--- src/rtl/uart_pkg.sv ---
// Shared UART types and constants for the receiver front-end and the command FSM.
package uart_pkg;

    localparam int unsigned UART_DATA_BITS = 8;

    localparam logic [1:0] CMD_SEND  = 2'b01;
    localparam logic [1:0] CMD_STORE = 2'b10;
    localparam logic [1:0] CMD_RESET = 2'b11;

    typedef enum logic [2:0] {
        IDLE  = 3'd0,
        START = 3'd1,
        DATA  = 3'd2,
        STOP  = 3'd3,
        BREAK = 3'd4
    } rx_state_t;

    // Rounded clock divider that produces one oversample tick.
    function automatic int unsigned calc_div(input int unsigned clk_freq,
                                             input int unsigned baud,
                                             input int unsigned oversample);
        int unsigned tick_rate;
        tick_rate = baud * oversample;
        return (clk_freq + tick_rate / 2) / tick_rate;
    endfunction

endpackage

--- src/rtl/uart_rx_frontend_if.sv ---
// Byte hand-off bus from the UART receiver to the command FSM.
interface uart_rx_frontend_if;
    import uart_pkg::*;

    logic [UART_DATA_BITS-1:0] o_data;
    logic                      o_push;
    logic                      o_frame_err;
    logic                      o_busy;

    modport master (output o_data, output o_push, output o_frame_err, output o_busy);
    modport slave  (input  o_data, input  o_push, input  o_frame_err, input  o_busy);

endinterface

--- src/rtl/uart_baud_tick.sv ---
// Free-running divider with enable and synchronous clear; one-cycle tick at the last count.
module uart_baud_tick #(
    parameter int unsigned DIV = 27
) (
    input  logic clk,
    input  logic rst_n,
    input  logic i_en,
    input  logic i_clr,
    output logic o_tick_c
);

    localparam int unsigned   CW       = (DIV > 1) ? $clog2(DIV) : 1;
    localparam logic [CW-1:0] CNT_LAST = CW'(DIV - 1);

    logic [CW-1:0] r_cnt;

    always_ff @(posedge clk or negedge rst_n) begin
        if (!rst_n) begin
            r_cnt <= '0;
        end else if (i_clr) begin
            r_cnt <= '0;
        end else if (i_en) begin
            r_cnt <= (r_cnt == CNT_LAST) ? '0 : r_cnt + CW'(1);
        end
    end

    assign o_tick_c = i_en && !i_clr && (r_cnt == CNT_LAST);

endmodule

--- src/rtl/uart_rx_frontend.sv ---
// 8N1 UART receiver: synchroniser, oversampled 3-sample majority voting,
// glitch rejection, framing-error detection and break recovery.
module uart_rx_frontend
    import uart_pkg::*;
#(
    parameter int unsigned CLK_FREQ   = 50_000_000,
    parameter int unsigned BAUD       = 115200,
    parameter int unsigned OVERSAMPLE = 16
) (
    input  logic                       in_clk,
    input  logic                       in_rst,
    input  logic                       i_rx,
    uart_rx_frontend_if.master         o_rx_if
);

    localparam int unsigned DIV   = calc_div(CLK_FREQ, BAUD, OVERSAMPLE);
    localparam int unsigned S_W   = $clog2(OVERSAMPLE);
    localparam int unsigned BIT_W = $clog2(UART_DATA_BITS);

    localparam logic [S_W-1:0]   S_MID    = S_W'(OVERSAMPLE / 2);
    localparam logic [S_W-1:0]   S_LAST   = S_W'(OVERSAMPLE - 1);
    localparam logic [BIT_W-1:0] BIT_LAST = BIT_W'(UART_DATA_BITS - 1);

    rx_state_t                 r_state;
    logic                      r_sync1;
    logic                      r_sync2;
    logic                      r_rx_prev;
    logic [S_W-1:0]            r_s;
    logic [S_W-1:0]            r_brk;
    logic [BIT_W-1:0]          r_bit;
    logic [1:0]                r_smp;
    logic [UART_DATA_BITS-1:0] r_shift;
    logic [UART_DATA_BITS-1:0] r_data;
    logic                      r_push;
    logic                      r_ferr;
    logic                      r_busy;

    logic w_rx_s;
    logic w_tick;
    logic w_tick_en;
    logic w_tick_clr;
    logic w_mid;
    logic w_maj;

    // Two-flop synchroniser, preset to the idle-high line level.
    always_ff @(posedge in_clk or negedge in_rst) begin
        if (!in_rst) begin
            r_sync1 <= 1'b1;
            r_sync2 <= 1'b1;
        end else begin
            r_sync1 <= i_rx;
            r_sync2 <= r_sync1;
        end
    end

    assign w_rx_s     = r_sync2;
    assign w_tick_en  = (r_state != IDLE);
    assign w_tick_clr = (r_state == IDLE);

    uart_baud_tick #(.DIV(DIV)) u_baud_tick (
        .clk      (in_clk),
        .rst_n    (in_rst),
        .i_en     (w_tick_en),
        .i_clr    (w_tick_clr),
        .o_tick_c (w_tick)
    );

    // Decision point: third of three consecutive samples centred on mid-bit.
    assign w_mid = w_tick && (r_s == S_MID);
    assign w_maj = (r_smp[1] & r_smp[0]) | (r_smp[1] & w_rx_s) | (r_smp[0] & w_rx_s);

    always_ff @(posedge in_clk or negedge in_rst) begin
        if (!in_rst) begin
            r_state   <= IDLE;
            r_rx_prev <= 1'b1;
            r_s       <= '0;
            r_brk     <= '0;
            r_bit     <= '0;
            r_smp     <= 2'b11;
            r_shift   <= '0;
            r_data    <= '0;
            r_push    <= 1'b0;
            r_ferr    <= 1'b0;
            r_busy    <= 1'b0;
        end else begin
            r_push    <= 1'b0;
            r_ferr    <= 1'b0;
            r_rx_prev <= w_rx_s;
            if (w_tick) begin
                r_s   <= (r_s == S_LAST) ? '0 : r_s + S_W'(1);
                r_smp <= {r_smp[0], w_rx_s};
            end
            case (r_state)
                IDLE: begin
                    r_s <= '0;
                    if (r_rx_prev && !w_rx_s) begin
                        r_state <= START;
                        r_busy  <= 1'b1;
                    end
                end
                START: begin
                    if (w_mid) begin
                        if (!w_maj) begin
                            r_state <= DATA;
                            r_bit   <= '0;
                        end else begin
                            r_state <= IDLE;
                            r_busy  <= 1'b0;
                        end
                    end
                end
                DATA: begin
                    if (w_mid) begin
                        r_shift <= {w_maj, r_shift[UART_DATA_BITS-1:1]};
                        if (r_bit == BIT_LAST) begin
                            r_state <= STOP;
                        end else begin
                            r_bit <= r_bit + BIT_W'(1);
                        end
                    end
                end
                STOP: begin
                    // Leave at mid-stop so the next start edge can be caught early.
                    if (w_mid) begin
                        if (w_maj) begin
                            r_data  <= r_shift;
                            r_push  <= 1'b1;
                            r_state <= IDLE;
                            r_busy  <= 1'b0;
                        end else begin
                            r_ferr  <= 1'b1;
                            r_brk   <= '0;
                            r_state <= BREAK;
                        end
                    end
                end
                BREAK: begin
                    // Need a full bit time of continuous high before re-arming.
                    if (!w_rx_s) begin
                        r_brk <= '0;
                    end else if (w_tick) begin
                        if (r_brk == S_LAST) begin
                            r_state <= IDLE;
                            r_busy  <= 1'b0;
                        end else begin
                            r_brk <= r_brk + S_W'(1);
                        end
                    end
                end
                default: begin
                    r_state <= IDLE;
                    r_busy  <= 1'b0;
                end
            endcase
        end
    end

    assign o_rx_if.o_data      = r_data;
    assign o_rx_if.o_push      = r_push;
    assign o_rx_if.o_frame_err = r_ferr;
    assign o_rx_if.o_busy      = r_busy;

endmodule
--- src/flat_wrapper.sv ---
// flat-port wrapper written by rule: the top's interface ports become plain ports
module uart_rx_frontend_flat import uart_pkg::*;
#(
    parameter int unsigned CLK_FREQ   = 50_000_000,
    parameter int unsigned BAUD       = 115200,
    parameter int unsigned OVERSAMPLE = 16
)
  (in_clk, in_rst, i_rx, o_rx_if_o_data, o_rx_if_o_push, o_rx_if_o_frame_err, o_rx_if_o_busy);
  uart_rx_frontend_if o_rx_if_i ();
  input  logic in_clk;
  input  logic in_rst;
  input  logic i_rx;
  output wire logic [$bits(o_rx_if_i.o_data)-1:0] o_rx_if_o_data;
  output wire logic [$bits(o_rx_if_i.o_push)-1:0] o_rx_if_o_push;
  output wire logic [$bits(o_rx_if_i.o_frame_err)-1:0] o_rx_if_o_frame_err;
  output wire logic [$bits(o_rx_if_i.o_busy)-1:0] o_rx_if_o_busy;
  assign o_rx_if_o_data = o_rx_if_i.o_data;
  assign o_rx_if_o_push = o_rx_if_i.o_push;
  assign o_rx_if_o_frame_err = o_rx_if_i.o_frame_err;
  assign o_rx_if_o_busy = o_rx_if_i.o_busy;
  uart_rx_frontend #(.CLK_FREQ(CLK_FREQ), .BAUD(BAUD), .OVERSAMPLE(OVERSAMPLE)) u_core (.in_clk(in_clk), .in_rst(in_rst), .i_rx(i_rx), .o_rx_if(o_rx_if_i));
endmodule
--- config.mk ---
export PLATFORM = sky130hd
export DESIGN_NAME = uart_rx_frontend_flat
export DESIGN_NICKNAME = d
export VERILOG_FILES = /design/src/rtl/uart_pkg.sv /design/src/rtl/uart_rx_frontend_if.sv /design/src/rtl/uart_baud_tick.sv /design/src/rtl/uart_rx_frontend.sv /design/src/flat_wrapper.sv
export SDC_FILE = /design/constraint.sdc
export NUM_CORES = 1
export LEC_CHECK = 0
export CAP_MARGIN = 5
export CORE_MARGIN = 2
export CORE_UTILIZATION = 45
export DETAILED_ROUTE_END_ITERATION = 7
export GPL_TIMING_DRIVEN = 0
export PLACE_DENSITY = 0.61
export SLEW_MARGIN = 20
export SYNTH_ARGS = -nofsm -noshare
export SYNTH_HDL_FRONTEND = slang
export SYNTH_SLANG_ARGS = --single-unit
--- constraint.sdc ---
create_clock -name in_clk -period 5.3 [get_ports in_clk]
set_input_delay 1.59 -clock in_clk [delete_from_list [all_inputs] [get_ports in_clk]]
set_output_delay 1.59 -clock in_clk [all_outputs]
set_load 0.02 [all_outputs]
==> metrics, run 1 <==
status complete, no violations; worst-path cell with the longest stage delay clkdlybuf4s50_1; final setup margin 2460 ps; Max VDD drop 0.166 mV; commonest non-fill, non-tap cell in the layout dfrtp_1; root buf cell clkbuf_8; critical path arrival 1250 ps; register area 1080 µm²; DP HPWL 2.39 mm; M1 wire length 1.48 mm; fill count 365; Worst Tran Pin Value 832 ps; top_reg_cell synth dfrtp_1; WP buf/inv 1; HP Class reg -> reg; final setup violation count 0; final hold vios 0; Clk network pwr share 0.333; Mapped Cells 164; leakage power 1.09 nW; fmax 352 MHz; number of synthesized flops with an enable pin 0; Sw Share 0.268; area of the multi-input gates 852 µm²; Worst-Skew Late Latency 290 ps; initial core utilization 0.464; setup TNS 0 ps; max-slew violations 0; Min Hold Slack 358 ps; routability cong. 0.765; Top Ports 14; post-place instance area 2200 µm²; highest routed layer met4; fin nets 195; initial antenna violation count 0; Setup WS pre-CTS 2780 ps; crit path launch type flip-flop; largest net degree at the start of global routing 29; clock buffer count from CTS 5; yosys warns 0; Mean Syn Cell Area 12.1 µm²; CP Capture Type primary output; Worst EP required 3710 ps; Sw Pwr 214 µW; Synth Net Count 174; htree depth 2; Area Overhead vs Synth 16.7%; final worst path period need 2840 ps; initial detailed-routing violation count 47; Internal 583 µW; synth unique cells 45; fin crit share 0.536; leading area contributor after synthesis dfrtp_1; Reg power frac 0.511; CP Max Fanout 2; WS Path Type reg -> out; Post-synth ARST share 1.00; clk sinks 43; number of placement rows 24; number of nets still failing antenna checks after routing 0; Die Area 4970 µm²; RSZ-0062 raised after global routing false; final std cell area, no fill 2320 µm²; drt pass-1 iters 4; first-pass GRT wire length 5.81 mm; Inserted Diodes 0; delay-heaviest family, CP buffers and inverters; Comb pwr share 0.156; layout cells sized above 1 0.258; GR Overflow Total 0; vias in the first global route 1261; width of the die 70.5 µm; Post-Syn Area 1990 µm²; Cell Chain, Critical Path clkdlybuf4s50_1; Residual DRC 0; Synth Register Bits 43; Chip Height 70.5 µm; drt via density 5.43; CTS clk-pin slew, worst paths 80 ps; Max Cap Viol 0; number of port buffers 13; met2 WL 1.66 mm; routed len/inst 13.7 µm; final WL 3.27 mm; clk_skew 5.60 ps; CTS tree yes; hold buffers post-CTS 0; post_cts resized 0; GR Util All Layers 0.149; Synth top area share 0.478; Crit path largest cell delay 610 ps; Post-CTS Setup Inserts 0; Max-slew headroom 0.438; routed length on met3 110 µm; most frequent cells in the layout 38 x dfrtp_1, 20 x mux2_2, 16 x nor2_1; register area share after synthesis 0.544; via count 1292; largest cells by area after synthesis dfrtp_1 48%, mux2_2 11%, dfstp_2 6.6%; CTS max path bufs 2; core region area 4290 µm²; PwrDens 343 nW/µm²
synthesized netlist by cell type, drive strengths merged (2+ instances only):
master	instances
xor2	3
ha	7
nor2	16
o211ai	2
buf	4
a311oi	2
o21ai	4
or3b	3
mux2	20
mux2i	2
nor3	3
nand3	6
dfstp	5
a21oi	6
inv	6
nand3b	4
xnor2	2
o22ai	2
nand2	10
dfrtp	38
sequential cells by signal, summed over array words and instances, names as in the netlist, 2 cells and up:
register / flops
u_core.r_smp: 2
u_core.u_baud_tick.r_cnt: 5
u_core.r_bit: 3
u_core.r_state: 3
u_core.r_s: 4
u_core.r_brk: 4
u_core.r_shift: 8
u_core.o_rx_if.o_data: 8
layer usage:
metal | track usage | vias up
met1 | 0.198 | 639
met4 | 0.0406 | 0
met3 | 0.0476 | 4
met2 | 0.236 | 25
met5 | 0 | -
li1 | - | 624
metrics by stage:
step                      power [mW]  instances   util
final                          0.797        238  0.541
after global routing           0.848        238  0.541
after CTS                      0.810        238  0.541
after detailed placement       0.541        230  0.513
after global placement         0.524        229  0.509
after floorplan                0.499        164      -
path summary, 6_finish.rpt:
kind	start	end	slack [ps]	cells after the start
max	u_core.o_rx_if.o_data[4]	o_rx_if_o_data[4]	2460	1
min	u_core.r_sync1	u_core.r_sync2	360	0
max reg2reg	u_core.r_s[0]	u_core.o_rx_if.o_data[6]	3260	6
min reg2reg	u_core.r_sync1	u_core.r_sync2	360	0
max in group asynchronous	in_rst	u_core.r_smp[0]	3540	2
min in group asynchronous	in_rst	u_core.r_state[1]	1210	1
power by group through the flow:
stage | Combinational [mW] | Sequential [mW] | Clock (mW)
6_report | 0.124 | 0.407 | 0.265
5_1_grt | 0.143 | 0.413 | 0.291
4_1_cts | 0.127 | 0.407 | 0.276
3_5_place_dp | 0.127 | 0.413 | 0
3_3_place_gp | 0.116 | 0.409 | 0
2_1_floorplan | 0.0927 | 0.406 | 0
kinds of logic after synthesis:
kind of cell / share of synthesized area
mux: 0.123
fa+ha+maj: 0.0490
xor+xnor: 0.0220
simple gates: 0.155
compound gates: 0.0792
buf+inv: 0.0283
flops: 0.544
cell type report:
class,count,share of cell area
clock buffers,6,0.0356
flip-flops and latches,43,0.466
repair buffers,14,0.0625
plain buffers,5,0.0145
multi-input cells,110,0.367
inverters,6,0.00970
clock inverters,2,0.0167
well taps,52,0.0280
Power figures use the tool's default switching activity.
==> inputs of run 2 (changes only) <==
==> constraint.sdc (replaced) <==
create_clock -name in_clk -period 2.9 [get_ports in_clk]
set_input_delay 0.87 -clock in_clk [delete_from_list [all_inputs] [get_ports in_clk]]
set_output_delay 0.87 -clock in_clk [all_outputs]
set_load 0.02 [all_outputs]
==> results of run 2 <==
Same layout as run 1 (identical final DEF). Status: complete, no violations.
Main changes from that run: setup slack after placement 2780 ps -> 848 ps; setup slack after layout 2460 ps -> 780 ps; register-to-register setup slack 3260 ps -> 860 ps; total power 0.797 mW -> 1.46 mW; worst IR drop on VDD 0.166 mV -> 0.303 mV
==> inputs of run 3 (changes only) <==
==> constraint.sdc (replaced) <==
create_clock -name in_clk -period 2 [get_ports in_clk]
set_input_delay 0.6 -clock in_clk [delete_from_list [all_inputs] [get_ports in_clk]]
set_output_delay 0.6 -clock in_clk [all_outputs]
set_load 0.02 [all_outputs]
==> run 3 against run 2 <==
  * Power increased by 45%
  * Flip-flop and latch count unchanged
  * Combinational power increased by 46%
  * Via count increased by 1.2%
  * Hold slack got worse by 140 ps
  * Die area unchanged
  * Routed wire length increased by 2.1%
  * Sequential share of layout area decreased by 0.81 points
  * Global-route usage increased by 0.21 points
  * Register-to-register slack got worse by 800 ps
  * Largest power group unchanged
==> metrics, run 3 (same netlist as run 1, synthesis figures left out) <==
status complete, no violations; area of the multi-input gates 866 µm² (+1.6%); Worst Tran Pin Value 569 ps (-263 ps); Max VDD drop 0.439 mV; post-place instance area 2200 µm² (unchanged); critical path arrival 2110 ps (+860 ps); WS Path Type reg -> reg; routed len/inst 13.9 µm (+1.3%); layout cells sized above 1 0.282 (+0.0239); final setup violation count 0 (unchanged); fmax 516 MHz; Internal 1.54 mW; clk_skew 5.41 ps (-0.194 ps); Die Area 4970 µm² (unchanged); R2R depth 6 (unchanged); GR Overflow Total 0 (unchanged); register area 1080 µm² (unchanged); Worst EP required 2180 ps; CP Max Fanout 8 (+6); htree depth 2 (unchanged); Max-slew headroom 0.615 (+0.177); Top Ports 14 (unchanged); drt pass-1 iters 4 (unchanged); most frequent cells in the layout 38 x dfrtp_1, 20 x mux2_2, 15 x nor2_1; final setup margin 63.9 ps; vias in the first global route 1267 (+0.48%); initial antenna violation count 0 (unchanged); final WL 3.34 mm (+2.1%); Inserted Diodes 0 (unchanged); max-slew violations 0 (unchanged); first-pass GRT wire length 5.88 mm (+1.2%); HP Class in -> async; fin crit share 0.968; number of placement rows 24 (unchanged); total chip power 2.11 mW; CTS tree yes; Area Overhead vs Synth 18.7%; width of the die 70.5 µm (unchanged); fin nets 197 (+1.0%); initial detailed-routing violation count 72 (+53%); final std cell area, no fill 2360 µm² (+1.8%); leakage power 1.10 nW (+1.2%); initial core utilization 0.464 (unchanged); RSZ-0062 raised after global routing true; DP HPWL 2.39 mm (unchanged); fill count 363 (-0.55%); CP Capture Type flip-flop; Clk network pwr share 0.333 (about the same); worst-path cell with the longest stage delay dfrtp_1; largest net degree at the start of global routing 29 (unchanged); number of port buffers 13 (unchanged); clock buffer count from CTS 5 (unchanged); Worst-Skew Late Latency 290 ps (about the same); Max Cap Viol 0 (unchanged); via count 1307 (+1.2%); CTS max path bufs 2 (unchanged); Reg power frac 0.510 (about the same); Sw Pwr 570 µW; Residual DRC 0 (unchanged); commonest non-fill, non-tap cell in the layout dfrtp_1; Sw Share 0.270; drt via density 5.45 (+0.32%); routability cong. 0.765 (unchanged); core region area 4290 µm² (unchanged); hold buffers post-CTS 0 (unchanged); clk sinks 43 (unchanged); root buf cell clkbuf_8; Cell Chain, Critical Path inv_1 > ha_1 > nand3b_1 > nor2_2 > nand3b_2 > mux2_2; final hold vios 0 (unchanged); CTS clk-pin slew, worst paths 80 ps (about the same); Comb pwr share 0.156 (about the same); Chip Height 70.5 µm (unchanged); Crit path largest cell delay 430 ps (-180 ps); number of nets still failing antenna checks after routing 0 (unchanged); final worst path period need 1940 ps; crit path launch type flip-flop; Min Hold Slack 218 ps (-140 ps); GR Util All Layers 0.151 (+0.00214); PwrDens 895 nW/µm²; Setup WS pre-CTS -51.7 ps
[run 3: changes by cell type in the layout (fill, tap and decap cells not counted), sizes merged]
cell,before,now
buf,6,9
clkbuf,7,6
[run 3: cell type report]
type                            count  area share
Buffer                              5      0.0143
Sequential cell                    43       0.458
Inverter                            6     0.00953
Timing Repair Buffer               16      0.0731
Clock inverter                      2      0.0164
Multi-Input combinational cell    110       0.366
Tap cell                           52      0.0275
Clock buffer                        6      0.0349
[run 3: final timing paths]
check                               start                       end  slack [ps]
max                         u_core.r_s[0]  u_core.o_rx_if.o_data[6]          60
min                                in_rst         u_core.r_state[1]         220
max reg2reg                 u_core.r_s[0]  u_core.o_rx_if.o_data[6]          60
min reg2reg                u_core.r_sync1            u_core.r_sync2         360
max in group asynchronous          in_rst           u_core.r_smp[0]        1240
min in group in_clk        u_core.r_sync1            u_core.r_sync2         360
[run 3: worst max-delay path: cells and delay by family, from the launching register on]
kind | cells | cell delay, ps
and+or+nand+nor | 3 | 780
DFF | 1 | 430
adders and majority gates | 1 | 160
muxes | 1 | 340
buffers and inverters | 1 | 90
[run 3: what timing repair did]
item                       CTS  global route
buffers inserted             2             0
setup endpoints to repair   17            12
pin swaps                    1             0
gates resized for setup      2             2
[run 3: through the flow]
stage           util  std cells  setup TNS [ps]
3_3_place_gp   0.509        229          -28050
6_report       0.550        240               0
3_5_place_dp   0.513        230            -603
4_1_cts        0.549        240               0
5_1_grt        0.550        240            -577
2_1_floorplan      -        164               0
[run 3: metal layers]
layer  global-route usage  part of all wire  vias to the layer above
met5                    0                 0                        -
met2                0.237              0.50                       25
met1                0.204              0.45                      652
met4               0.0406            0.0051                        0
met3               0.0476             0.038                        2
li1                     -                 -                      628
[run 3: power groups by stage]
stage | clock network [mW] | logic [mW] | registers [mW]
6_report | 0.705 | 0.331 | 1.08
5_1_grt | 0.772 | 0.382 | 1.09
4_1_cts | 0.731 | 0.338 | 1.08
3_5_place_dp | 0 | 0.338 | 1.10
3_3_place_gp | 0 | 0.307 | 1.08
2_1_floorplan | 0 | 0.246 | 1.08
==> edit, RTL diff (flow settings as in run 3) <==
`BAUD` is set to 115200 in 2 places; all go to 230400.
--- a/src/rtl/uart_rx_frontend.sv
+++ b/src/rtl/uart_rx_frontend.sv
@@ -4,7 +4,7 @@
     import uart_pkg::*;
 #(
     parameter int unsigned CLK_FREQ   = 50_000_000,
-    parameter int unsigned BAUD       = 115200,
+    parameter int unsigned BAUD       = 230400,
     parameter int unsigned OVERSAMPLE = 16
 ) (
     input  logic                       in_clk,
--- a/src/flat_wrapper.sv
+++ b/src/flat_wrapper.sv
@@ -2,7 +2,7 @@
 module uart_rx_frontend_flat import uart_pkg::*;
 #(
     parameter int unsigned CLK_FREQ   = 50_000_000,
-    parameter int unsigned BAUD       = 115200,
+    parameter int unsigned BAUD       = 230400,
     parameter int unsigned OVERSAMPLE = 16
 )
   (in_clk, in_rst, i_rx, o_rx_if_o_data, o_rx_if_o_push, o_rx_if_o_frame_err, o_rx_if_o_busy);
Check against the original RTL: same outputs for any inputs over 10 cycles, from zero or initial values and one cycle with in_rst low; that may be too few to reach the edited logic, so the function may still have changed.
==> edit against run 3 <==
Core utilization decreased by 0.96 points; wire length is 11% higher; power rose by 8.3%; maximum frequency increased by 3.5%; sequential cell count shrank 1; worst setup slack gained 0.065 ns; final area shrank 1.1%; synthesized area up 1.3%.
==> edit: results (changes against run 3) <==
[outcome]
run_status = finished, final reports clean  ; unchanged

[route]
drt-total-wl_mm = 3.72  ; was 3.34 mm
met2_wirelength_mm = 1.81  ; was 1.68 mm
wirelength_met1_mm = 1.72  ; was 1.51 mm
drt-initial-drc-count = 106  ; was 72
met3_length_um = 152  ; was 127 um
vias_per_cell = 5.78  ; was 5.45

[critical_path]
crit_slowest_cell = clkdlybuf4s50_1  ; was dfrtp_1
slowest_delay_ns = 0.61  ; was 0.43 ns
crit_path_max_fanout = 3  ; was 8
crit_family = buffers and inverters  ; was simple AND/OR/NAND/NOR gates
arrival_ns = 1.27  ; was 2.11 ns

[placement]
dp_worst_setup_slack_ns = 0.0895  ; was -0.0517 ns
dpl.hpwl_mm = 2.70  ; was 2.39 mm
dpl_cell_area_mm2 = 0.00223  ; was 0.00220 mm^2
placed_cells = 237  ; was 230
place_congestion = 0.811  ; was 0.765

[global_routing]
track_usage = 0.167  ; was 0.151
grt_max_degree = 35  ; was 29
grt_pass1_vias = 1407  ; was 1267
grt.met1_usage = 0.241  ; was 0.204
met2_usage = 0.249  ; was 0.237
gr-usage-met3 = 0.0370  ; was 0.0476
grt_pass1_wl_mm = 6.73  ; was 5.88 mm

[clock_network]
numCtsBuffers = 5  ; unchanged

[timing]
tightest_slew_ns = 0.451  ; was 0.569 ns
finClkSkew_ns = 0.00421  ; was 0.00541 ns

[synthesis]
synth_common_cells = dfrtp_1 (37), nor2_1 (13), mux2_2 (10), nand3_1 (10), nand2_1 (9)  ; was dfrtp_1 (38), mux2_2 (20), nor2_1 (16)
synth_fp_nets = 181  ; was 174
syn-instance-count = 171  ; was 164
ys_types = 48  ; was 45
yosysSeqAreaShare = 0.524  ; was 0.544
ys_top_cells_by_area = dfrtp_1 (46%), dfstp_2 (6.5%), mux2_4 (6.0%)  ; was dfrtp_1 (48%), mux2_2 (11%), dfstp_2 (6.6%)

[pwr]
p_leak_nw = 1.09  ; was 1.10 nW
peakVddDrop_mv = 0.504  ; was 0.439 mV

[layout]
bufAreaShareNonClock = 0.0824  ; was 0.0873
design.seq.count = 42  ; was 43
drive_gt1_frac = 0.258  ; was 0.282
nFillCells = 376  ; was 363
multi_input_cells = 117  ; was 110
sh_seq_area = 0.452  ; was 0.458
multi_input_area_um2 = 907  ; was 866 um^2
final_cells = 246  ; was 240
buffers_excl_clock = 21  ; unchanged
clkCellAreaFrac = 0.0401  ; was 0.0513
inverters = 6  ; unchanged
area_delta_synth_final_pct = 15.9  ; was 18.7%
fin_nets = 203  ; was 197

[die]
die_width_um = 71.0  ; was 70.5 um

## edit: cell count changes after synthesis, sizes merged, moves of 3 or more
cell and delta:
nor2 -3, a21boi +3, or2 +4, nand3 +6, o41ai +3
## edit: power breakdown
group | switching [mW] | internal, mW
Combinational | 0.397 | 0.265
Clock | 0.300 | 0.252
Sequential | 0.102 | 0.973
Total | 0.799 | 1.49
## edit: final timing paths
path	end	slack, ns	start
setup / recovery	o_rx_if_o_busy	0.13	u_core.o_rx_if.o_busy$_DFFE_PN0P_
hold / removal	u_core.r_s[3]$_DFFE_PN0P_	0.16	in_rst
setup reg to reg	u_core.r_bit[1]$_DFFE_PN0P_	0.13	u_core.r_bit[0]$_DFFE_PN0P_
hold reg to reg	u_core.r_sync2$_DFF_PN1_	0.36	u_core.r_sync1$_DFF_PN1_
max in group asynchronous	u_core.r_sync2$_DFF_PN1_	1.33	in_rst
min in group in_clk	u_core.r_sync2$_DFF_PN1_	0.36	u_core.r_sync1$_DFF_PN1_
## edit: cell families (layout without fill, tap and decap cells)
group / Yosys count / in the layout / synth area share
simple gates: 55 / 55 / 0.149
flops: 42 / 42 / 0.524
compound gates: 33 / 33 / 0.118
mux: 18 / 18 / 0.115
buf+inv: 12 / 35 / 0.0304
fa+ha+maj: 8 / 8 / 0.0502
xor+xnor: 3 / 3 / 0.0130
## edit: repair_timing
| action | in CTS | in global routing |
|---|---|---|
| setup endpoints to repair | 0 | 13 |
| resized for setup | 0 | 5 |
| setup buffers | 0 | 1 |
## edit: worst register-to-register path: cells and delay by family, from the launching register on
| kind | cells | cell delay (ns) |
|---|---|---|
| AOI/OAI and AO/OA | 3 | 0.49 |
| adders and majority gates | 2 | 0.45 |
| and+or+nand+nor | 1 | 0.45 |
| DFF | 1 | 0.38 |
